<file path="config.mk">
export PLATFORM = sky130hd
export DESIGN_NAME = cpu_mem_arbiter
export DESIGN_NICKNAME = d
export VERILOG_FILES = /design/src/rtl/cpu_mem_arbiter.sv
export SDC_FILE = /design/constraint.sdc
export NUM_CORES = 1
export LEC_CHECK = 0
export BUFFER_PORTS_ARGS = -buffer_cell sky130_fd_sc_hd__buf_2
export CORE_AREA = 2 2 122 124
export CTS_CLUSTER_SIZE = 25
export DETAILED_ROUTE_END_ITERATION = 8
export DIE_AREA = 0 0 124 126
export PLACE_DENSITY = 0.65
export SYNTH_ARGS = -nofsm -noshare
export SYNTH_HDL_FRONTEND = slang
export SYNTH_SLANG_ARGS = --single-unit
</file>
<file path="constraint.sdc">
create_clock -name clk_i -period 2.7 [get_ports clk_i]
set_input_delay 0.135 -clock clk_i [delete_from_list [all_inputs] [get_ports clk_i]]
set_output_delay 0.135 -clock clk_i [all_outputs]
set_load 0.03 [all_outputs]
</file>
<file path="src/rtl/cpu_mem_arbiter.sv">
// cpu_mem_arbiter
// Shares the single CPU memory bus master between instruction fetch (port 0)
// and the load/store unit (port 1). Round-robin grant, one transaction
// outstanding. The winning request is latched and launched as a one-cycle
// m_valid_o pulse. Completion (done + read data) is routed combinationally
// back to the granted port. A per-transaction timeout returns an error
// completion and then drains the late bus response.
//
// Ports:
//   clk_i, rst_ni                 clock, async active-low reset
//   sN_valid_i/wen/addr/wdata/strb requester N (N=0,1) request, held until done
//   sN_rdata_o/done_o/err_o       requester N completion (zero when not done)
//   m_valid_o/wen/addr/wdata/strb launch pulse and latched request to bus master
//   m_rdata_i, m_done_i           bus master response
//   grant_o                       current/last granted port
//   busy_o                        arbiter not idle
module cpu_mem_arbiter #(
  parameter int unsigned TIMEOUT_CYCLES = 256,
  parameter int unsigned CNT_WIDTH      = 9
) (
  input  logic        clk_i,
  input  logic        rst_ni,
  input  logic        s0_valid_i,
  input  logic        s0_wen_i,
  input  logic [31:0] s0_addr_i,
  input  logic [31:0] s0_wdata_i,
  input  logic [3:0]  s0_strb_i,
  output logic [31:0] s0_rdata_o,
  output logic        s0_done_o,
  output logic        s0_err_o,
  input  logic        s1_valid_i,
  input  logic        s1_wen_i,
  input  logic [31:0] s1_addr_i,
  input  logic [31:0] s1_wdata_i,
  input  logic [3:0]  s1_strb_i,
  output logic [31:0] s1_rdata_o,
  output logic        s1_done_o,
  output logic        s1_err_o,
  output logic        m_valid_o,
  output logic        m_wen_o,
  output logic [31:0] m_addr_o,
  output logic [31:0] m_wdata_o,
  output logic [3:0]  m_strb_o,
  input  logic [31:0] m_rdata_i,
  input  logic        m_done_i,
  output logic        grant_o,
  output logic        busy_o
);

  typedef enum logic [1:0] {IDLE, LAUNCH, BUSY, DRAIN} state_t;

  localparam bit TO_EN = (TIMEOUT_CYCLES != 0);
  localparam logic [CNT_WIDTH-1:0] CNT_LAST =
    TO_EN ? CNT_WIDTH'(TIMEOUT_CYCLES - 1) : '0;

  state_t               state, state_next;
  logic                 last_grant;
  logic [CNT_WIDTH-1:0] cnt;
  logic                 req_any, req_pick;
  logic                 done_ok, timeout_hit;

  always_ff @(posedge clk_i or negedge rst_ni) begin
    if (!rst_ni) state <= IDLE;
    else         state <= state_next;
  end

  always_comb begin
    state_next  = state;
    req_any     = s0_valid_i | s1_valid_i;
    // On a tie the port that did not win last time goes next.
    req_pick    = (s0_valid_i & s1_valid_i) ? ~last_grant : s1_valid_i;
    done_ok     = 1'b0;
    timeout_hit = 1'b0;
    case (state)
      IDLE:   if (req_any) state_next = LAUNCH;
      LAUNCH: state_next = BUSY;
      BUSY: begin
        if (m_done_i) begin
          done_ok    = 1'b1;
          state_next = IDLE;
        end else if (TO_EN && cnt == CNT_LAST) begin
          timeout_hit = 1'b1;
          state_next  = DRAIN;
        end
      end
      DRAIN:  if (m_done_i) state_next = IDLE;
      default: state_next = IDLE;
    endcase

    s0_done_o  = (done_ok | timeout_hit) & ~grant_o;
    s1_done_o  = (done_ok | timeout_hit) &  grant_o;
    s0_err_o   = timeout_hit & ~grant_o;
    s1_err_o   = timeout_hit &  grant_o;
    s0_rdata_o = (done_ok & ~grant_o) ? m_rdata_i : '0;
    s1_rdata_o = (done_ok &  grant_o) ? m_rdata_i : '0;
    busy_o     = (state != IDLE);
  end

  always_ff @(posedge clk_i or negedge rst_ni) begin
    if (!rst_ni) begin
      m_valid_o  <= 1'b0;
      m_wen_o    <= 1'b0;
      m_addr_o   <= '0;
      m_wdata_o  <= '0;
      m_strb_o   <= '0;
      grant_o    <= 1'b0;
      last_grant <= 1'b1;
      cnt        <= '0;
    end else begin
      // Registered launch pulse, high exactly while in LAUNCH.
      m_valid_o <= (state_next == LAUNCH);
      case (state)
        IDLE: begin
          if (req_any) begin
            grant_o   <= req_pick;
            m_wen_o   <= req_pick ? s1_wen_i   : s0_wen_i;
            m_addr_o  <= req_pick ? s1_addr_i  : s0_addr_i;
            m_wdata_o <= req_pick ? s1_wdata_i : s0_wdata_i;
            m_strb_o  <= req_pick ? s1_strb_i  : s0_strb_i;
          end
        end
        LAUNCH: cnt <= '0;
        BUSY: begin
          if (!m_done_i) cnt <= cnt + CNT_WIDTH'(1);
          if (done_ok | timeout_hit) last_grant <= grant_o;
        end
        default: ;
      endcase
    end
  end

endmodule
</file>
==> flow_summary.rst <==
.. list-table::
   :header-rows: 1

   * - Metric
     - Value
   * - Minimum period implied by the final worst setup slack
     - 2.16 ns
   * - Area of all placed cells without fillers
     - 6630 um2
   * - Via count of the first global-routing pass
     - 4,234
   * - Violations in the final reports
     - negative hold slack
   * - Fin Clk Skew
     - 0.00580 ns
   * - Final-report max-slew violation count
     - 0
   * - Synth area leader
     - dfrtp_1
   * - Post-route core utilization
     - 46.3%
   * - Global-route wire length before repair
     - 19,900 um
   * - Most instantiated library cell after synthesis
     - mux2_2
   * - Area share of the largest cell type after synthesis
     - 44.1%
   * - Achievable Freq
     - 0.462 GHz
   * - Post-synthesis register bit count
     - 83
   * - Clk slew on worst S/H paths
     - 0.06 ns
   * - Crit path launch type
     - register
   * - Clock H-tree levels
     - 3
   * - Count of clock tree sinks
     - 83
   * - Top-level I/O count
     - 315
   * - Antenna Cells
     - 0
   * - Fraction of registers with async set or reset after synthesis
     - 100%
   * - Post-DR wirelength/cell
     - 14.6 um
   * - Post-CTS Repair Setup Buffers
     - 0
   * - Total power consumption of the routed design
     - 7220 uW
   * - Arrival time of data at the critical path endpoint
     - 2.03 ns
   * - Overall track demand over capacity in global routing
     - 16.2%
   * - GRT overflow
     - 0
   * - Initial antenna violation count
     - 1
   * - Residual DRC
     - 0
   * - Worst reg-to-reg setup slack
     - 0.90 ns
   * - Largest buffer count on any clock path
     - 2
   * - Clock buffer count from CTS
     - 9
   * - Post-synth EDFFs
     - 0
   * - Area of the placeable core
     - 14,300 um2
   * - CTS-repair resized insts
     - 0
   * - Netlist Area Pre-Place
     - 4660 um2
   * - Hold WC Path Type
     - in2async
   * - Register-to-Register Path Depth
     - 3
   * - Ratio of cells with drive above 1 in the final layout
     - 68.6%
   * - Instance area after placement
     - 6350 um2
   * - Count of cell types in the netlist
     - 40
   * - Die outline height
     - 126 um
   * - Prevailing post-synth register cell
     - dfrtp_1
   * - Critical Path Fanout Max
     - 32
   * - Total half-perimeter wirelength after legalization and detailed placement
     - 9960 um
   * - Via total after detailed routing
     - 4,090
   * - Std-Cell Rows
     - 44
   * - TritonRoute pass-1 iters
     - 4
   * - Total detailed-routing wirelength
     - 12,800 um
   * - Run status
     - finished with violations
   * - Finish-stage setup viols
     - 0
   * - Largest net degree at the start of global routing
     - 84
   * - P_leak
     - 0.00336 uW
   * - Via count normalized by instance count
     - 4.66
   * - Total Die Area
     - 15,600 um2
   * - Setup_tns
     - 0 ns
   * - Req. time, crit path
     - 2.57 ns
   * - Leading post-synthesis cells by cell area
     - dfrtp_1 44%, mux2_2 33%, and2_1 8.6%
   * - Starting DRT DRC Count
     - 75
   * - Mean area per synthesized cell
     - 12.2 um2
   * - Nets in the synthesized netlist
     - 559
   * - Pwr Density
     - 1090 nW/um2
   * - Final Hold Slack
     - -0.0123 ns
   * - Kind of critical path
     - reg2out
   * - Clk_lat worst skew
     - 0.33 ns
   * - Worst slew margin relative to its limit
     - 30.4%
   * - Clock tree from TritonCTS
     - yes
   * - CP endpoint kind
     - primary output
   * - Fill cell count
     - 1,360
   * - Die X
     - 124 um
   * - Most used standard cells in the synthesized netlist
     - 138 x mux2_2, 82 x dfrtp_1, 64 x and2_1
   * - Syn-to-layout area delta
     - 42.4%
   * - Routability Congestion
     - 0.805
   * - Slew at the pin closest to its max-slew limit
     - 1.04 ns
   * - CTS hold repair buffers
     - 0
   * - Final WS setup
     - 0.536 ns
   * - Root cell of the clock tree
     - clkbuf_16
   * - Number of warnings issued by yosys
     - 0
   * - Portion of the post-synthesis area used by sequential elements
     - 44.6%
   * - Number of nets in the layout
     - 866
   * - Worst-case vdd ir drop
     - 0.000511 V
   * - Pre-CTS setup slack
     - 0.883 ns
   * - Antenna violation net count after detailed routing
     - 0
   * - Period utilisation layout
     - 80.1%
   * - Unrepaired setup endpoints after global routing
     - false
   * - Post-Synthesis Cells
     - 382
   * - Max capacitance violation total
     - 0
   * - Number of I/O port buffers
     - 314
   * - Starting density of the core
     - 32.5%
   * - Final hold vios
     - 4
## through the flow
stage                     instances  hold WS [ns]
after global placement          862         0.383
after global routing            878        0.0771
after CTS                       878        0.0297
final                           878       -0.0123
after detailed placement        862         0.399
after floorplan                 382        -0.161
## cell families (layout without fill, tap and decap cells)
family,count (synthesis),count (layout),synth area share [%]
DFF,83,83,44.6
muxes,140,140,33.8
buffers and inverters,28,340,3.84
and+or+nand+nor,103,103,13.6
adders and majority gates,2,2,0.537
AOI/OAI and AO/OA,26,26,3.52
## cell type report
type	instances	area, um2	share of cell area, %
Sequential cell	83	2080	31.3
Multi-Input combinational cell	271	2410	36.3
Timing Repair Buffer	320	1620	24.4
Inverter	4	15.0	0.226
Clock inverter	3	21.3	0.321
Tap cell	184	230	3.47
Clock buffer	13	260	3.92
## cells in the final DEF (no fill, tap or decap), drive strengths merged, types with 2 or more instances in the layout
master and instances:
buf 320, mux2 139, dfrtp 82, and2 64, clkbuf 13, o21ai 11
nor2 9, nand2 7, a21oi 5, inv 5, nand2b 4, nand4 3
nor2b 2, nand4bb 2, or4 2, o2bb2ai 2, a22oi 2, ha 2
or2 2
## where the power goes
group,internal [uW],switching [uW]
Combinational,1480,2350
Clock,676,485
Sequential,1850,375
Total,4010,3210
## metal layers
| metal | wire (um) | global-route usage (%) | vias up | part of all wire [%] |
|---|---|---|---|---|
| li1 | - | - | 1950 | - |
| met5 | 0 | 0 | - | 0 |
| met1 | 4650 | 17.1 | 1937 | 36 |
| met3 | 1060 | 5.25 | 17 | 8.3 |
| met2 | 6920 | 30.2 | 186 | 54 |
| met4 | 165 | 4.89 | 0 | 1.3 |
## final timing paths
path / startpoint / to
worst min-delay path: rst_ni / m_wdata_o[17]
worst min register to register: m_addr_o[3] / m_addr_o[3]
worst max-delay path: state[0] / s1_rdata_o[21]
worst max register to register: state[1] / m_addr_o[28]
min in group clk_i: s1_wdata_i[16] / m_wdata_o[16]
max in group asynchronous: rst_ni / m_wdata_o[10]
## state kept, by name, summed over array words and instances (netlist names)
register    cells
m_wen_o         1
cnt             9
m_valid_o       1
state           2
grant_o         1
m_wdata_o      32
m_addr_o       32
m_strb_o        4
last_grant      1
## worst max-delay path: stages (launching register included)
cell and delay (ns):
dfrtp_1 0.66, and2b_1 0.28, and3_1 0.18, buf_4 0.20, and2_1 0.19, buf_2 0.17
No activity file was read; power rests on OpenSTA's default activity.
